### src/rtl/dnn_pkg.sv
// Shared definitions for the DNN training sequencer: FSM state encoding and
// default sizing constants for block cycle, epoch length and training length.
package dnn_pkg;

  typedef enum logic [1:0] {
    IDLE  = 2'd0,
    FETCH = 2'd1,
    RUN   = 2'd2,
    DONE  = 2'd3
  } state_t;

  localparam int CPC_DEF       = 18;
  localparam int NUM_CASES_DEF = 50000;
  localparam int MAX_TRAIN_DEF = 100000;
  localparam int CHUNK_W_DEF   = 8;

endpackage

### src/rtl/cycle_block_counter.sv
// Block-cycle position counter: walks 0..CPC-1 while enabled and flags the
// last cycle of each block. Held at 0 whenever disabled so every block starts
// aligned.
module cycle_block_counter #(
  parameter int CPC = 18
) (
  input  logic                   clk,
  input  logic                   reset,
  input  logic                   en,
  output logic [$clog2(CPC)-1:0] cycle_index,
  output logic                   cycle_clk
);

  localparam int CW = $clog2(CPC);
  localparam logic [CW-1:0] LAST = CW'(CPC - 1);

  // Position within the block; wraps at the last cycle, cleared when idle.
  always_ff @(posedge clk or negedge reset) begin
    if (!reset) begin
      cycle_index <= '0;
    end else if (!en) begin
      cycle_index <= '0;
    end else if (cycle_index == LAST) begin
      cycle_index <= '0;
    end else begin
      cycle_index <= cycle_index + CW'(1);
    end
  end

  assign cycle_clk = en && (cycle_index == LAST);

endmodule

### src/rtl/train_sequencer.sv
// Training sequencer: fetches training cases, runs one block cycle per case,
// prefetches the next case during the block so blocks can run back to back,
// and keeps case/epoch counters.
// Optional feature: define TRAIN_SEQ_STATS_EN to build the per-case
// mismatch tracking (tc_error / total_error); otherwise both read 0.
module train_sequencer
  import dnn_pkg::*;
#(
  parameter int CPC       = CPC_DEF,
  parameter int NUM_CASES = NUM_CASES_DEF,
  parameter int MAX_TRAIN = MAX_TRAIN_DEF,
  parameter int CHUNK_W   = CHUNK_W_DEF
) (
  input  logic                         clk,
  input  logic                         reset,
  input  logic                         start,
  input  logic                         stop,
  output logic                         case_req,
  input  logic                         case_ack,
  output logic [$clog2(NUM_CASES)-1:0] case_idx,
  output logic [$clog2(CPC)-1:0]       cycle_index,
  output logic [$clog2(CPC-2)-1:0]     sel_network,
  output logic                         cycle_clk,
  input  logic [CHUNK_W-1:0]           a_out,
  input  logic [CHUNK_W-1:0]           y_out,
  output logic                         tc_error,
  output logic [31:0]                  total_error,
  output logic [31:0]                  num_train,
  output logic [15:0]                  epoch,
  output logic                         busy,
  output logic                         done
);

  localparam int IW  = $clog2(NUM_CASES);
  localparam int CIW = $clog2(CPC);
  localparam int SW  = $clog2(CPC-2);
  localparam logic [IW-1:0] LAST_CASE = IW'(NUM_CASES - 1);

  function automatic logic [31:0] sat_inc32(input logic [31:0] v);
    return (&v) ? v : v + 32'd1;
  endfunction

  function automatic logic [15:0] sat_inc16(input logic [15:0] v);
    return (&v) ? v : v + 16'd1;
  endfunction

  state_t state, state_nxt;
  logic   pf_ok;
  logic   stop_lat;
  logic   ack_ok;
  logic   pf_now;
  logic   last_train;
  logic   run_en;

  // A handshake only counts while a request is outstanding.
  assign ack_ok     = case_req && case_ack;
  // Prefetch is good if already latched or acked on the block's last cycle.
  assign pf_now     = pf_ok || ack_ok;
  assign last_train = (num_train == 32'(MAX_TRAIN - 1));
  assign run_en     = (state == RUN);

  cycle_block_counter #(
    .CPC(CPC)
  ) u_cycle (
    .clk        (clk),
    .reset      (reset),
    .en         (run_en),
    .cycle_index(cycle_index),
    .cycle_clk  (cycle_clk)
  );

  // Chunk select trails the cycle position by the two setup cycles; forced
  // to 0 outside RUN so idle/reset outputs read zero.
  assign sel_network = run_en ? (SW'(cycle_index) - SW'(2)) : '0;
  assign busy        = (state == FETCH) || (state == RUN);
  assign done        = (state == DONE);

  // State register.
  always_ff @(posedge clk or negedge reset) begin
    if (!reset) begin
      state <= IDLE;
    end else begin
      state <= state_nxt;
    end
  end

  // Next-state selection; stop outranks start and pending fetches.
  always_comb begin
    state_nxt = state;
    unique case (state)
      IDLE: begin
        if (stop) begin
          state_nxt = DONE;
        end else if (start) begin
          state_nxt = FETCH;
        end
      end
      FETCH: begin
        if (stop) begin
          state_nxt = DONE;
        end else if (ack_ok) begin
          state_nxt = RUN;
        end
      end
      RUN: begin
        if (cycle_clk) begin
          if (stop_lat || stop || last_train) begin
            state_nxt = DONE;
          end else if (pf_now) begin
            state_nxt = RUN;
          end else begin
            state_nxt = FETCH;
          end
        end
      end
      DONE: state_nxt = DONE;
      default: state_nxt = IDLE;
    endcase
  end

  // Case request/prefetch handshake, stop latch and block-end counters.
  always_ff @(posedge clk or negedge reset) begin
    if (!reset) begin
      case_req  <= 1'b0;
      pf_ok     <= 1'b0;
      stop_lat  <= 1'b0;
      case_idx  <= '0;
      num_train <= '0;
      epoch     <= '0;
    end else begin
      unique case (state)
        IDLE: begin
          case_req <= start && !stop;
        end
        FETCH: begin
          if (stop || ack_ok) begin
            case_req <= 1'b0;
          end
        end
        RUN: begin
          if (stop) begin
            stop_lat <= 1'b1;
          end
          if (cycle_clk) begin
            // Keep requesting only if the next case still has to be fetched.
            case_req  <= (state_nxt == FETCH);
            pf_ok     <= 1'b0;
            num_train <= sat_inc32(num_train);
            if (case_idx == LAST_CASE) begin
              case_idx <= '0;
              epoch    <= sat_inc16(epoch);
            end else begin
              case_idx <= case_idx + IW'(1);
            end
          end else if (ack_ok) begin
            case_req <= 1'b0;
            pf_ok    <= 1'b1;
          end else if (!pf_ok) begin
            // Raised at cycle 0 so the prefetch request is visible from cycle 1.
            case_req <= 1'b1;
          end
        end
        default: begin
          case_req <= 1'b0;
          pf_ok    <= 1'b0;
        end
      endcase
    end
  end

`ifdef TRAIN_SEQ_STATS_EN
  logic mism;
  assign mism = (a_out != y_out);

  // Per-case error flag (ignores the two setup cycles) and error-case count.
  always_ff @(posedge clk or negedge reset) begin
    if (!reset) begin
      tc_error    <= 1'b0;
      total_error <= '0;
    end else if (state == RUN) begin
      if (cycle_clk) begin
        if (tc_error || mism) begin
          total_error <= sat_inc32(total_error);
        end
        tc_error <= 1'b0;
      end else if ((cycle_index >= CIW'(2)) && mism) begin
        tc_error <= 1'b1;
      end
    end
  end
`else
  logic unused_stats;
  assign unused_stats = ^{a_out, y_out};
  assign tc_error     = 1'b0;
  assign total_error  = '0;
`endif

endmodule

### config.mk
export PLATFORM = sky130hd
export DESIGN_NAME = train_sequencer
export DESIGN_NICKNAME = d
export VERILOG_FILES = /design/src/rtl/dnn_pkg.sv /design/src/rtl/cycle_block_counter.sv /design/src/rtl/train_sequencer.sv
export SDC_FILE = /design/constraint.sdc
export NUM_CORES = 1
export LEC_CHECK = 0
export ABC_AREA = 1
export CAP_MARGIN = 15
export CORE_ASPECT_RATIO = 0.5
export CORE_UTILIZATION = 45
export DETAILED_ROUTE_END_ITERATION = 12
export PLACE_DENSITY = 0.82
export SLEW_MARGIN = 40
export SYNTH_ARGS = -nofsm -noshare
export SYNTH_HDL_FRONTEND = slang
export SYNTH_SLANG_ARGS = --single-unit
### constraint.sdc
create_clock -name clk -period 2.4 [get_ports clk]
set_input_delay 0.72 -clock clk [delete_from_list [all_inputs] [get_ports clk]]
set_output_delay 0.72 -clock clk [all_outputs]
set_load 0.05 [all_outputs]
# [Yosys cells after proc, flatten, opt, wreduce, memory -nomap -nowiden]
# Cells that the tools add are included.
# W data, S select, Z words.
[word_totals] regBits=74 out_inout_bits=110 wordCells=65
[op_classes] n_bitwise=3 n_reduce_logical=19 muxes=20 n_eq_ne=10 addsub=5
[op_table] cell="$add A16 B1 Y16 const B" count=2
[op_table] cell="$add A32 B1 Y32 const B" count=1
[op_table] cell="$eq A32 B17 Y1 const B" count=1
[op_table] cell="$reduce_and A32 Y1" count=1
[op_table] cell="$eq A16 B16 Y1 const B" count=1
[op_table] cell="$mux W16" count=1
[op_table] cell="$reduce_and A16 Y1" count=1
[op_table] cell="$mux W2" count=7
[op_table] cell="$mux W5" count=2
[op_table] cell="$pmux W2 S4" count=1
[op_table] cell="$reduce_and A2 Y1" count=4
[op_table] cell="$mux W1" count=6
[op_table] cell="$add A5 B1 Y5 const B" count=1
[op_table] cell="$eq A5 B5 Y1 const B" count=1
[op_table] cell="$logic_or A1 B1 Y1" count=5
[op_table] cell="$eq A2 B1 Y1 const B" count=2
[op_table] cell="$eq A2 B2 Y1 const B" count=2
[op_table] cell="$mux W4" count=1
[op_table] cell="$ne A4 B4 Y1 const B" count=1
[op_table] cell="$reduce_and A4 Y1" count=1
[op_table] cell="$sub A4 B2 Y4 const B" count=1
[op_table] cell="$logic_and A1 B1 Y1" count=3
[op_table] cell="$ne A3 B3 Y1 const B" count=1
[op_table] cell="$not A1 Y1" count=3
[op_table] cell="other kinds (7)" count=7

# [Longest topological paths before layout]
[logic_depth] depth_word=9 depth_mapped=14 mapped_depth_nobuf=14

# [By module]
# Synthesis repeated with hierarchy kept, for this count alone.
[hier_totals] cells_unflattened=639 area_unflattened_um2=4815.9
[by_module_without_submodules] module="train_sequencer" cells_per_inst=608 area_per_inst_um2=4551.9 instances=1
[by_module_without_submodules] module="cycle_block_counter" cells_per_inst=31 area_per_inst_um2=264.0 instances=1

# [Worst setup path before layout]
# Ideal clock, no wire load.
[synth_timing] kind="flip-flop to output port" startpoint="register u_cycle.cycle_index[1]" endpoint="output sel_network[3]" t_arrival_ps=1794 n_path_buf=0 setup_slack_ps=-114 path_stages_with_launch=4 path_cell_list="dfrtp_1 > inv_1 > ha_1 > a21oi_1"
[synth_between] elab_chain_cells=2
[synth_rtl] element="start: declaration" line="cycle_block_counter.sv:10" source="output logic [$clog2(CPC)-1:0] cycle_index,"
[synth_rtl] element="start signal: assignment" line="cycle_block_counter.sv:26" source="cycle_index <= cycle_index + CW'(1);"
[synth_rtl] element="$sub A4 B2 Y4" line="train_sequencer.sv:74" source="assign sel_network = run_en ? (SW'(cycle_index) - SW'(2)) : '0;"
[synth_rtl] element="$mux W4" line="train_sequencer.sv:74"
[synth_rtl] element="end: declaration" line="train_sequencer.sv:22" source="output logic [$clog2(CPC-2)-1:0] sel_network,"
# Every way passes these cells.

# [Worst setup path in the final report]
[layout_timing] startpoint="register num_train[20]" endpoint="output num_train[20]"
[layout_rtl] element="start: declaration" line="train_sequencer.sv:28" source="output logic [31:0] num_train,"
[layout_rtl] element="start signal: assignment" line="train_sequencer.sv:148" source="num_train <= sat_inc32(num_train);"
# No word-level cell between the ends.

==> impl_results.md <==
- Post-DR wirelength/cell: 13.2 um
- Sequential fraction of the synthesis area: 39.2%
- Clk sink count: 74
- Ys Warns: 0
- Die width: 147 um
- Htree depth: 3
- Leakage power: 0.00277 uW
- Cells after DPL: 828
- Root buffer cell: clkbuf_16
- Gate Count Post-Synth: 610
- PortBufs: 81
- CP max-delay cell: clkdlybuf4s50_1
- Setup violators final: 0
- Mapped cell area: 4720 um^2
- Slew @ Worst Pin: 529 ps
- Drt total wl: 11.2 mm
- Ys flop type: dfrtp_1
- Post-DP HPWL: 8.45 mm
- CTS Hold Buffers Added: 0
- Core area: 9820 um^2
- Worst-Skew Late Latency: 340 ps
- Placer's final routability congestion estimate: 0.924
- CP max FO: 6
- Routed Antenna Nets: 0
- Startpoint class of the critical path: flop
- Number of synthesized flops with an enable pin: 0
- First-pass GRT wire length: 18.3 mm
- Dpl cell area: 5660 um^2
- Layout cell share with drive strength beyond 1: 10.3%
- GRT overflow: 0
- Via Count: 4228
- Max Fclk: 0.424 GHz
- Yosys top cell area share: 39.2%
- CP Buf/Inv Count: 1
- Gr usage total: 21.7%
- Pwr Density: 617 nW/um^2
- Largest net degree at the start of global routing: 44
- Routed vias/inst: 5.00
- Cts bufs inserted: 9
- Maximum VDD drop: 0.474 mV
- Post-place setup slack: 205 ps
- Clock Tree Buf Depth: 2
- FFs w/ async S/R, synth: 100%
- Distinct cells, synth: 41
- Cell type with the largest total area after synthesis: dfrtp_1
- Die Area: 10900 um^2
- Post-Layout Cell Count: 846
- Syn Area/Cell: 7.74 um^2
- Area contributors post-synth: dfrtp_1 (39%), nand2_1 (11%), xor2_1 (7.8%)
- Pins Over Slew Limit: 0
- CTS tree: built
- WP data arrival: 1640 ps
- Crit path required time: 1680 ps
- Category of the most critical setup path: flop to output port
- Finished layout cell area: 5970 um^2
- Fin Clk Skew: 5.21 ps
- Outcome: completed
- Crit-path cells: clkdlybuf4s50_1
- Post-synth top cells: nand2_1 (142), dfrtp_1 (74), inv_1 (70)
- Die height: 74.4 um
- Hold Vio Cnt, Final: 0
- Initial Utilization: 48.1%
- Crit-path max cell delay: 840 ps
- FF+latch count, synth: 74
- Vias in the first global route: 3898
- Most frequent cell after synthesis: nand2_1
- # diodes: 0
- R2R Setup Slk: 240 ps
- Initial antenna violation count: 0
- Setup ws final: 43.2 ps
- DR DRC count: 0
- Syn-to-layout area delta: 26.4%
- Clock slew at reported path FFs: 60 ps
- TNS Setup: 0 ps
- Rows: 25
- Drt initial violations: 244
- Hold WC Path Type: input pin to asynchronous set/reset pin
- First drt pass iteration count: 5
- I/O Pins: 131
- RSZ-0062 raised after global routing: false
- Fin crit share: 98.2%
- Largest delay share family, worst path: buffers and inverters
- Nets: 739
- CP endpoint kind: output port
- Slew headroom: 64.6%
- Minimum clock period: 2360 ps
- Max cap viols: 0
## timing repair
| action | CTS | global route |
|---|---|---|
| pin swaps | 1 | 0 |
| gates resized for setup | 1 | 8 |
| setup buffers | 3 | 0 |
| endpoints found under the setup margin | 2 | 8 |
## registers in the layout, summed over array words and instances, names as in the netlist
signal,flops
u_cycle.cycle_index,5
epoch,16
case_req,1
stop_lat,1
num_train,32
pf_ok,1
case_idx,16
state,2
## final timing paths
path / startpoint / cells after the start / end
max: num_train[20]$_DFFE_PN0P_ / 1 / num_train[20]
min: reset / 1 / epoch[3]$_DFFE_PN0P_
min reg2reg: stop_lat$_DFFE_PN0P_ / 2 / stop_lat$_DFFE_PN0P_
max in group asynchronous: reset / 2 / num_train[19]$_DFFE_PN0P_
min in group clk: stop_lat$_DFFE_PN0P_ / 2 / stop_lat$_DFFE_PN0P_
max reg2reg: u_cycle.cycle_index[1]$_DFF_PN0_ / 11 / epoch[3]$_DFFE_PN0P_
## worst register-to-register path, stage by stage (launching register included)
cell     delay (ps)
dfrtp_1         430
inv_1           110
ha_1            200
nand3_4         130
nor2_8          170
buf_4           210
buf_4           140
nand2_2          70
a21oi_2         270
nand2_1          80
nor2_1          140
xor2_1          150
## power breakdown
group	internal (uW)	total [uW]	switching, uW
Clock	745	1250	508
Sequential	1300	1360	54.0
Combinational	362	1080	713
Total	2410	3680	1270
## cells by family after synthesis
| logic type | share of synthesized area [%] |
|---|---|
| simple gates | 29.9 |
| flops | 39.2 |
| buf+inv | 12.6 |
| fa+ha+maj | 2.91 |
| other cells | 0.0794 |
| xor+xnor | 9.46 |
| compound gates | 5.80 |
## per-stage QoR
step | total power [uW] | util, % | hold slack, ps
after global routing | 3850 | 60.8 | 343
after global placement | 2440 | 57.6 | 481
after CTS | 3710 | 60.6 | 324
after floorplan | 2160 | - | 424
after detailed placement | 2450 | 57.6 | 495
final | 3680 | 60.8 | 318
## layer usage
| layer | wire [um] | up-vias | global-route usage (%) | share of wire [%] |
|---|---|---|---|---|
| li1 | - | 2066 | - | - |
| met5 | 0 | - | 0 | 0 |
| met1 | 5010 | 1965 | 26.9 | 45 |
| met2 | 5230 | 166 | 37.0 | 47 |
| met3 | 656 | 31 | 5.58 | 5.9 |
| met4 | 269 | 0 | 8.56 | 2.4 |
## area by class of cell
class                      count  area, um^2
inverter                      77         303
timing repair buffer          93         967
multi-input combinational    452        2410
clock buffer                  12         256
fill                         908        3850
clock inverter                 3        15.0
tap                          135         169
sequential                    74        1850
## cells in the final DEF (no fill, tap or decap), drive strengths merged
master         instances
dlymetal6s2s           5
and2                   1
o21a                   1
dlygate4sd2            1
nor4                   7
ha                    11
o21ai                 31
clkbuf                12
nand2                148
nor2                  79
a41oi                  1
nor3b                  1
conb                  33
a21oi                 13
o211ai                 1
a31oi                  1
dfrtp                 74
buf                   20
nor3                  29
xnor2                  9
nand4                 13
inv                   76
o311ai                 1
xor2                  42
clkinv                 3
bufinv                 1
clkdlybuf4s50         67
a211oi                 1
nand3                 29
(Power assumes the default switching activity.)
